`config.mk`:
```
export PLATFORM = sky130hd
export DESIGN_NAME = grf_write_arbiter
export DESIGN_NICKNAME = d
export VERILOG_FILES = /design/src/rtl/grf_write_arbiter.sv
export SDC_FILE = /design/constraint.sdc
export NUM_CORES = 1
export LEC_CHECK = 0
export CAP_MARGIN = 15
export CORE_AREA = 10 10 162 164
export DETAILED_ROUTE_END_ITERATION = 10
export DIE_AREA = 0 0 172 174
export PLACE_DENSITY = 0.75
export SKIP_LAST_GASP = 1
export SLEW_MARGIN = 20
export SYNTH_ARGS = -nofsm -noshare
export SYNTH_HDL_FRONTEND = slang
export SYNTH_SLANG_ARGS = --single-unit
```
`constraint.sdc`:
```
create_clock -name clk -period 3.9 [get_ports clk]
set_clock_uncertainty 0.1 [all_clocks]
set_input_delay 0.39 -clock clk [delete_from_list [all_inputs] [get_ports clk]]
set_output_delay 0.39 -clock clk [all_outputs]
set_load 0.03 [all_outputs]
```
`src/rtl/grf_write_arbiter.sv`:
```
// -----------------------------------------------------------------------------
// grf_write_arbiter
//
// Shares the single GRF write port between the pipeline writeback stage (A,
// default priority) and the multi-cycle mult/div unit (B). B results wait in
// a small FIFO. A starvation guard freezes the pipeline (stall_req) so the
// FIFO head can drain. A busy-register scoreboard tracks issued B operations
// for the hazard unit. The w_* outputs are registered and feed the GRF
// writeEnable/writeReg/writeData/PCReg inputs directly.
//
// Parameters:
//   FIFO_DEPTH   buffered B results (power of two, 2..8)
//   STARVE_LIMIT cycles the FIFO head may wait before a forced drain (1..15)
//
// Ports:
//   clk, reset                 clock, asynchronous active-low reset
//   a_valid/a_ready            A write handshake; a_reg/a_data/a_pc fields
//   b_issue/b_issue_reg        MDU issue, marks destination busy
//   b_valid/b_ready            B result push into FIFO; b_reg/b_data/b_pc
//   stall_req                  pipeline freeze during a forced drain
//   busy                       outstanding B write per register
//   w_en/w_reg/w_data/w_pc     registered GRF write port
//
// Optional: define GRF_WRITE_TRACE_EN to print every committed write with
// its source tag ("A" or "B").
// -----------------------------------------------------------------------------
module grf_write_arbiter #(
  parameter int unsigned FIFO_DEPTH   = 2,
  parameter int unsigned STARVE_LIMIT = 4
) (
  input  logic        clk,
  input  logic        reset,
  input  logic        a_valid,
  output logic        a_ready,
  input  logic [4:0]  a_reg,
  input  logic [31:0] a_data,
  input  logic [31:0] a_pc,
  input  logic        b_issue,
  input  logic [4:0]  b_issue_reg,
  input  logic        b_valid,
  output logic        b_ready,
  input  logic [4:0]  b_reg,
  input  logic [31:0] b_data,
  input  logic [31:0] b_pc,
  output logic        stall_req,
  output logic [31:0] busy,
  output logic        w_en,
  output logic [4:0]  w_reg,
  output logic [31:0] w_data,
  output logic [31:0] w_pc
);

  localparam int unsigned PTR_W = (FIFO_DEPTH > 1) ? $clog2(FIFO_DEPTH) : 1;
  localparam logic [PTR_W:0] DEPTH_C  = (PTR_W + 1)'(FIFO_DEPTH);
  localparam logic [3:0]     STARVE_C = 4'(STARVE_LIMIT);

  typedef enum logic {
    IDLE,
    FORCE
  } state_t;

  state_t state, stateNext;

  // FIFO storage and bookkeeping
  logic [4:0]       fifoReg  [FIFO_DEPTH];
  logic [31:0]      fifoData [FIFO_DEPTH];
  logic [31:0]      fifoPc   [FIFO_DEPTH];
  logic [PTR_W-1:0] wrPtr, rdPtr;
  logic [PTR_W:0]   count, countNext;
  logic [3:0]       starveCnt, starveNext;
  logic [31:0]      busyNext;

  logic fifoEmpty;
  logic aLive;
  logic doPop;
  logic doPush;

  // ---------------------------------------------------------------------------
  // Handshake outputs (state-derived)
  // ---------------------------------------------------------------------------
  always_comb begin
    stall_req = (state == FORCE);
    a_ready   = reset && (state == IDLE);
    // Full check uses the registered count only; a same-cycle pop does not
    // open a slot.
    b_ready   = reset && (count < DEPTH_C);
  end

  // ---------------------------------------------------------------------------
  // Port selection
  // ---------------------------------------------------------------------------
  always_comb begin
    fifoEmpty = (count == '0);
    // Writes to $0 are accepted but never occupy the port.
    aLive     = a_valid && (a_reg != '0) && (state == IDLE);
    doPop     = !fifoEmpty && ((state == FORCE) || !aLive);
    doPush    = b_valid && b_ready && (b_reg != '0);
  end

  always_comb begin
    countNext = count;
    unique case ({doPush, doPop})
      2'b10:   countNext = count + 1'b1;
      2'b01:   countNext = count - 1'b1;
      default: countNext = count;
    endcase
  end

  // ---------------------------------------------------------------------------
  // Starvation counter: counts IDLE cycles in which a queued head was passed
  // over; saturates so a large limit cannot wrap back below the threshold.
  // ---------------------------------------------------------------------------
  always_comb begin
    starveNext = starveCnt;
    if (doPop || fifoEmpty) begin
      starveNext = '0;
    end else if ((state == IDLE) && (starveCnt != '1)) begin
      starveNext = starveCnt + 1'b1;
    end
  end

  // ---------------------------------------------------------------------------
  // FSM: state register / next state
  // ---------------------------------------------------------------------------
  always_ff @(posedge clk or negedge reset) begin
    if (!reset) begin
      state <= IDLE;
    end else begin
      state <= stateNext;
    end
  end

  always_comb begin
    stateNext = state;
    unique case (state)
      IDLE:    if (starveNext == STARVE_C) stateNext = FORCE;
      FORCE:   if (doPop) stateNext = IDLE;
      default: stateNext = IDLE;
    endcase
  end

  // ---------------------------------------------------------------------------
  // Scoreboard: set beats clear for the same register in one cycle.
  // ---------------------------------------------------------------------------
  always_comb begin
    busyNext = busy;
    if (doPop) begin
      busyNext[fifoReg[rdPtr]] = 1'b0;
    end
    if (b_issue && (b_issue_reg != '0)) begin
      busyNext[b_issue_reg] = 1'b1;
    end
    busyNext[0] = 1'b0;
  end

  // ---------------------------------------------------------------------------
  // Sequential bookkeeping
  // ---------------------------------------------------------------------------
  always_ff @(posedge clk or negedge reset) begin
    if (!reset) begin
      wrPtr     <= '0;
      rdPtr     <= '0;
      count     <= '0;
      starveCnt <= '0;
      busy      <= '0;
    end else begin
      if (doPush) wrPtr <= wrPtr + PTR_W'(1);
      if (doPop)  rdPtr <= rdPtr + PTR_W'(1);
      count     <= countNext;
      starveCnt <= starveNext;
      busy      <= busyNext;
    end
  end

  // Storage needs no reset: entries are only read when count says valid.
  always_ff @(posedge clk) begin
    if (doPush) begin
      fifoReg[wrPtr]  <= b_reg;
      fifoData[wrPtr] <= b_data;
      fifoPc[wrPtr]   <= b_pc;
    end
  end

  // ---------------------------------------------------------------------------
  // Registered GRF write port
  // ---------------------------------------------------------------------------
  always_ff @(posedge clk or negedge reset) begin
    if (!reset) begin
      w_en   <= 1'b0;
      w_reg  <= '0;
      w_data <= '0;
      w_pc   <= '0;
    end else begin
      w_en <= aLive || doPop;
      if (doPop) begin
        w_reg  <= fifoReg[rdPtr];
        w_data <= fifoData[rdPtr];
        w_pc   <= fifoPc[rdPtr];
      end else if (aLive) begin
        w_reg  <= a_reg;
        w_data <= a_data;
        w_pc   <= a_pc;
      end
    end
  end

`ifdef GRF_WRITE_TRACE_EN
  always @(posedge clk) begin
    if (reset && (aLive || doPop)) begin
      if (doPop) begin
        $display("%0d@%h: $%0d <= %h B", $time, fifoPc[rdPtr], fifoReg[rdPtr],
                 fifoData[rdPtr]);
      end else begin
        $display("%0d@%h: $%0d <= %h A", $time, a_pc, a_reg, a_data);
      end
    end
  end
`endif

endmodule
```
==> results.py, run 1 <==
metrics = {
    "critical_path": {
        "r2r_setup_slack_ps": 1450,
        "endpoint_kind": "primary output",
        "reg2reg_depth": 5,
        "reg2reg_to": "fifoPc[0][10]$_DFFE_PP_",
        "worstSetupPathType": "primary input to primary output",
        "crit_end": "a_ready",
        "max_stage_delay_ps": 680,
        "crit_slowest_cell": "clkdlybuf4s50_1",
        "start_kind": "primary input",
        "cp_common_cell": "buf_4",
        "worstPathArrival_ps": 2470,
        "worstSetupStartpoint": "reset",
        "cp.required_ps": 3410,
        "r2r_start": "count[1]$_DFFE_PN0P_",
        "path_cells": "dlygate4sd3_1 > buf_4 > buf_4 > nor2b_1 > clkdlybuf4s50_1",
        "path_max_fanout": 50,
    },
    "yosys": {
        "synth_top_family_by_area": "compound AO/OA/AOI/OAI gates",
        "yosys_warnings": 0,
        "synth_xor_area_share_pct": 0.526,
        "ys_seq_area_share_pct": 69.0,
        "yosys.area.top_type": "edfxtp_1",
        "synth_seq_cells": 248,
        "synth.cell_area_um2": 10000,
        "synth.distinct_cells": 45,
        "synth.net_count": 943,
        "synth_compound_area_share_pct": 12.1,
        "synthFlopType": "edfxtp_1",
        "async_reset_ff_share_pct": 44.4,
        "muxShareOfSynthArea_pct": 7.02,
        "synth_edf_count": 138,
        "synth.area.top_cells": "edfxtp_1, dfrtp_1, mux2i_1",
        "yosys.area_share.simple_pct": 8.61,
        "syn_avg_cell_area_um2": 12.6,
        "synth_commonest_cells": "edfxtp_1, dfrtp_1, o21ai_0, nor2_1, nand2_1",
        "yosysTopAreaCellShare_pct": 41.4,
        "synth.most_common_cell": "edfxtp_1",
        "synth_cells": 793,
        "synth_fa_ha_area_share_pct": 0.250,
    },
    "global_route": {
        "antenna_found_initial": 4,
        "grt_usage_pct": 16.9,
        "grt_max_degree": 89,
        "grt_pass1_vias": 7268,
        "grt_pass1_wl_um": 40200,
        "overflow": 0,
    },
    "timing": {
        "rsz0062_at_grt": "false",
        "drv_slew": 0,
        "min_period_ps": 2960,
        "setup_ws_ps": 941,
        "fin_crit_sh_pct": 75.9,
        "hold_violations": 0,
        "maxSlewHeadroom_pct": 29.4,
        "finalSetupViolCount": 0,
        "clock.fmax_ghz": 0.338,
        "hold_slack_ps": 314,
        "worstMarginPinSlew_ps": 1060,
    },
    "clock_tree": {
        "cts-resized-gates": 0,
        "cts_tree": "built",
        "htree_levels": 1,
        "root_buffer": "clkbuf_16",
        "clk_latency_ps": 520,
        "clk_pin_slew_ps": 60,
        "max-clock-path-buffers": 3,
        "clock_sinks": 248,
        "cts_buffers": 27,
    },
    "layout": {
        "drive_gt1_share_pct": 5.87,
        "syn_to_final_growth_pct": 37.3,
        "top_regs": "fifoData: 64 flops, fifoPc: 64 flops",
        "seqCellArea_um2": 6900,
        "fillCellCount": 1822,
        "multi_input_area_um2": 2880,
        "num-nets-final": 1185,
    },
    "routing": {
        "vias": 7059,
        "viasPerCell": 5.23,
        "drcViolationCount": 0,
        "antenna_left": 0,
        "wirelength_um": 26000,
        "drt_iter0_markers": 587,
        "first_pass_iters": 4,
        "post_drt_wl_per_cell_um": 19.2,
    },
    "hold_path": {
        "hp-class": "primary input to flip-flop",
        "min-delay-start": "a_data[2]",
    },
    "power_and_ir_drop": {
        "netSwitchingFraction_pct": 35.5,
        "combPwrFrac_pct": 36.0,
        "ir_drop_mv": 0.384,
        "power_leakage_nw": 5.27,
        "p_int_mw": 6.40,
        "power.switching_mw": 3.53,
        "power.share.clock_pct": 26.1,
        "p_seq_share_pct": 37.9,
        "p_per_area_nw_per_um2": 723,
    },
    "placed_design": {
        "pre_cts_ws_ps": 1050,
        "dp_hpwl_um": 17900,
        "globalplace.congestion": 0.808,
        "io_buffers": 251,
    },
    "die": {
        "die_w_um": 172,
        "coreArea_um2": 23100,
        "fp-row-count": 56,
        "fp.dieH_um": 174,
        "ioPinCount": 253,
        "initial_core_util_pct": 43.2,
        "die-area_um2": 29900,
    },
    "outcome": {
        "outcome": "finished, final reports clean",
    },
    "run": {
        "maxCapViolations": 0,
    },
}
[logic make-up (layout without fill, tap and decap cells)]
kind of cell / Yosys count / count (layout)
AOI/OAI and AO/OA: 217 / 217
xor gates and xnor gates: 6 / 6
adders and majority gates: 2 / 2
buffers and inverters: 55 / 318
DFF: 248 / 248
muxes: 70 / 70
other: 1 / 5
and+or+nand+nor: 194 / 194
[layout by cell type, fill, tap and decap left out, types with 2 or more instances in the layout]
master           count
nor3b_1              3
buf_4                8
or2_2                2
dfrtp_1            109
o21ai_0            110
nor3_1               2
nand4_1              2
clkinv_2             6
xor2_1               2
xnor2_1              4
clkbuf_8             4
inv_1                6
nand3_1              3
mux2i_1             69
a31oi_1              2
or4_1                2
clkdlybuf4s50_1    250
a21oi_1             69
nand2_1             75
clkbuf_16           28
clkinv_1             2
nor2_4               3
nand2b_1             4
bufinv_16            3
nor2b_1              3
o41ai_1             21
nor4_1               3
nor2_1              76
buf_12               3
edfxtp_1           138
and3b_1              4
nand3b_1             6
clkbuf_1             6
ha_1                 2
o31ai_1              8
diode_2              4
[metal layers]
| layer | share of wire (%) | vias to the layer above | global-route usage, % |
|---|---|---|---|
| li1 | - | 3394 | - |
| met1 | 38 | 3393 | 19.6 |
| met2 | 50 | 228 | 28.8 |
| met3 | 9.0 | 42 | 5.62 |
| met4 | 2.0 | 2 | 5.03 |
| met5 | 0.065 | - | 0 |
[layout make-up]
| type | count | area share, % |
|---|---|---|
| multi-input combinational | 490 | 21.0 |
| clock inverter | 12 | 0.994 |
| sequential | 248 | 50.3 |
| antenna | 4 | 0.0729 |
| clock buffer | 38 | 5.67 |
| tap | 290 | 2.64 |
| timing repair buffer | 262 | 19.2 |
| inverter | 6 | 0.164 |
[worst min path at each step]
stage          slack (ps)  cells past startpoint                     to
2_1_floorplan          -6                      0     busy[10]$_DFF_PN0_
3_3_place_gp          390                      2     busy[15]$_DFF_PN0_
3_5_place_dp          400                      2     busy[14]$_DFF_PN0_
4_1_cts               290                      3   w_pc[30]$_DFFE_PN0P_
5_1_grt               310                      3   w_pc[30]$_DFFE_PN0P_
6_report              310                      3  w_data[2]$_DFFE_PN0P_
[power groups by stage]
stage          Combinational, mW  Sequential (mW)  Clock (mW)
2_1_floorplan               1.50             4.42           0
3_3_place_gp                3.56             3.79           0
3_5_place_dp                3.60             3.81           0
4_1_cts                     3.62             3.77        2.65
5_1_grt                     3.86             3.84        2.78
6_report                    3.57             3.76        2.59
[worst max-delay path, delay by kind of cell]
kind | cells | cell delay, ps
buffers and inverters | 4 | 1870
AND/OR/NAND/NOR | 1 | 200
[stage by stage]
step / TNS (ps) / util (%) / power [mW] / std cells / area, µm²
after floorplan: -113810 / - / 5.92 / 793 / 10000
after global placement: 0 / 55.3 / 7.35 / 1295 / 12800
after detailed placement: 0 / 55.3 / 7.41 / 1295 / 12800
after CTS: 0 / 59.3 / 10.0 / 1346 / 13700
after global routing: 0 / 59.4 / 10.5 / 1349 / 13700
final: 0 / 59.4 / 9.93 / 1350 / 13700
[timing repair]
action | CTS | global route
setup buffers | 0 | 0
endpoints found under the setup margin | 0 | 0
hold buffers | 1 | 0
hold endpoints to repair | 48 | 0
Note: power is estimated with default switching activity, not from simulation.
==> run 2: changes to the inputs <==
--- a/config.mk
+++ b/config.mk
@@ -6,10 +6,10 @@
 export NUM_CORES = 1
 export LEC_CHECK = 0
 export CAP_MARGIN = 15
-export CORE_AREA = 10 10 162 164
+export CORE_AREA = 10 10 161 163
 export DETAILED_ROUTE_END_ITERATION = 10
-export DIE_AREA = 0 0 172 174
-export PLACE_DENSITY = 0.75
+export DIE_AREA = 0 0 171 173
+export PLACE_DENSITY = 0.73
 export SKIP_LAST_GASP = 1
 export SLEW_MARGIN = 20
 export SYNTH_ARGS = -nofsm -noshare
==> constraint.sdc (replaced) <==
create_clock -name clk -period 3.05 [get_ports clk]
set_clock_uncertainty 0.1 [all_clocks]
set_input_delay 0.305 -clock clk [delete_from_list [all_inputs] [get_ports clk]]
set_output_delay 0.305 -clock clk [all_outputs]
set_load 0.03 [all_outputs]
==> run 2 against run 1 <==
  * Sequential power rose by 27%
  * Register-to-register slack got worse by 740 ps
  * Die area fell by 1.2%
  * Non-clock buffer count rose by 2
  * Worst setup slack got worse by 260 ps
  * Utilization rose by 1.3 points
  * Final cell count fell by 0.59%
  * Sequential share of layout area rose by 0.11 points
  * Highest routed layer unchanged
  * First-iteration DRC count fell by 1.2%
  * Clock power rose by 22%
==> results.py, run 2 (synthesis results as in run 1) <==
metrics = {
    "outcome": {
        "outcome": "finished, final reports clean",
    },
    "clock_tree": {
        "max-clock-path-buffers": 3,
        "clk_pin_slew_ps": 60,
        "root_buffer": "clkbuf_16",
        "hold_buffers": 1,
        "cts_tree": "built",
        "cts_buffers": 26,
        "clk_latency_ps": 520,
        "cts_setup_buffers": 0,
        "cts-resized-gates": 0,
        "clock_sinks": 248,
        "htree_levels": 1,
    },
    "timing": {
        "min_period_ps": 2360,
        "hold_violations": 0,
        "worstMarginPinSlew_ps": 1050,
        "rsz0062_at_grt": "false",
        "clock.fmax_ghz": 0.423,
        "fin_crit_sh_pct": 77.5,
        "maxSlewHeadroom_pct": 29.8,
        "setup_ws_ps": 685,
        "drv_slew": 0,
        "final.setup.tns_ps": 0,
        "finalSetupViolCount": 0,
    },
    "global_route": {
        "grt_pass1_vias": 7117,
        "global_route.usage.met2_pct": 29.0,
        "grt_max_degree": 125,
        "grt_pass1_wl_um": 40600,
        "grtUsageMet3_pct": 5.17,
        "busiest_layer": "met2",
        "overflow": 0,
        "antenna_found_initial": 2,
        "grt_use_met1_pct": 20.8,
        "grt_usage_pct": 17.1,
    },
    "die": {
        "ioPinCount": 253,
        "fp.dieH_um": 173,
        "die_w_um": 171,
        "fp-row-count": 55,
        "coreArea_um2": 22600,
        "initial_core_util_pct": 44.3,
        "die-area_um2": 29600,
    },
    "hold_path": {
        "holdPathStages": 3,
        "hp-class": "primary input to flip-flop",
    },
    "routing": {
        "post_drt_wl_per_cell_um": 19.7,
        "first_pass_iters": 5,
        "drt_iter0_markers": 580,
        "drcViolationCount": 0,
        "wirelength_um": 26500,
        "viasPerCell": 5.28,
        "antenna_left": 0,
        "vias": 7083,
    },
    "placed_design": {
        "io_buffers": 251,
        "pre_cts_ws_ps": 386,
        "placed_area_um2": 12800,
        "globalplace.congestion": 0.803,
        "dp_hpwl_um": 18400,
    },
    "critical_path": {
        "start_kind": "primary input",
        "reg2reg_depth": 5,
        "path_max_fanout": 46,
        "worstSetupPathType": "primary input to flip-flop",
        "cp.required_ps": 3150,
        "worstPathArrival_ps": 2460,
        "endpoint_kind": "flip-flop",
    },
    "power_and_ir_drop": {
        "power_leakage_nw": 5.25,
        "ir_drop_mv": 0.699,
        "p_per_area_nw_per_um2": 917,
        "total_power_mw": 12.6,
    },
    "layout": {
        "fillCellCount": 1811,
        "post-route-cell-area_um2": 13700,
        "final_common_cell": "clkdlybuf4s50_1",
        "mostFrequentLayoutCells": "clkdlybuf4s50_1, edfxtp_1, o21ai_0",
        "num-nets-final": 1186,
        "syn_to_final_growth_pct": 37.0,
        "top_regs": "fifoData: 64 flops, fifoPc: 64 flops",
        "drive_gt1_share_pct": 5.78,
    },
    "run": {
        "maxCapViolations": 0,
    },
}
## run 2: path summary, 6_finish.rpt
kind / start / end / slack (ps)
worst max-delay path: reset / fifoPc[1][24]$_DFFE_PP_ / 690
worst min-delay path: a_pc[28] / w_pc[28]$_DFFE_PN0P_ / 230
worst max register to register: count[1]$_DFFE_PN0P_ / fifoPc[1][24]$_DFFE_PP_ / 710
worst min register to register: busy[6]$_DFF_PN0_ / busy[6]$_DFF_PN0_ / 410
max in group asynchronous: reset / rdPtr$_DFFE_PN0N_ / 1030
min in group asynchronous: reset / busy[28]$_DFF_PN0_ / 420
## run 2: cell type report
class                   count  area [µm²]  area share, %
diodes                      1        2.50         0.0183
clock buffers              36         749           5.47
clock inverters            12         110          0.804
inverters                   6        22.5          0.164
multi-input cells         490        2880           21.1
flip-flops and latches    248        6900           50.4
well taps                 285         357           2.60
repair buffers            264        2670           19.5
## run 2: critical path: stages
cell and delay [ps]:
dlygate4sd3_1 530, buf_4 140, nor2b_1 190, o211ai_1 110, buf_4 170, nor2_4 610, buf_12 340
## run 2: stage by stage
| step | cells | utilization, % | hold WS (ps) |
|---|---|---|---|
| after floorplan | 793 | - | -90.6 |
| after global placement | 1292 | 56.8 | 390 |
| after detailed placement | 1292 | 56.8 | 397 |
| after CTS | 1341 | 60.7 | 216 |
| after global routing | 1341 | 60.7 | 222 |
| final | 1342 | 60.7 | 234 |
## run 2: per-layer routing
metal | up-vias | routed length [µm]
met3 | 44 | 2110
met4 | 2 | 518
met2 | 246 | 13200
met1 | 3392 | 10700
met5 | - | 13
li1 | 3399 | -
## run 2: power by group
part           total, mW  internal [mW]  leakage, nW  switching [mW]
clock network       3.15           1.88        0.418            1.27
logic               4.64           1.89         2.26            2.75
registers           4.77           4.29         2.58           0.486
total               12.6           8.06         5.25            4.50
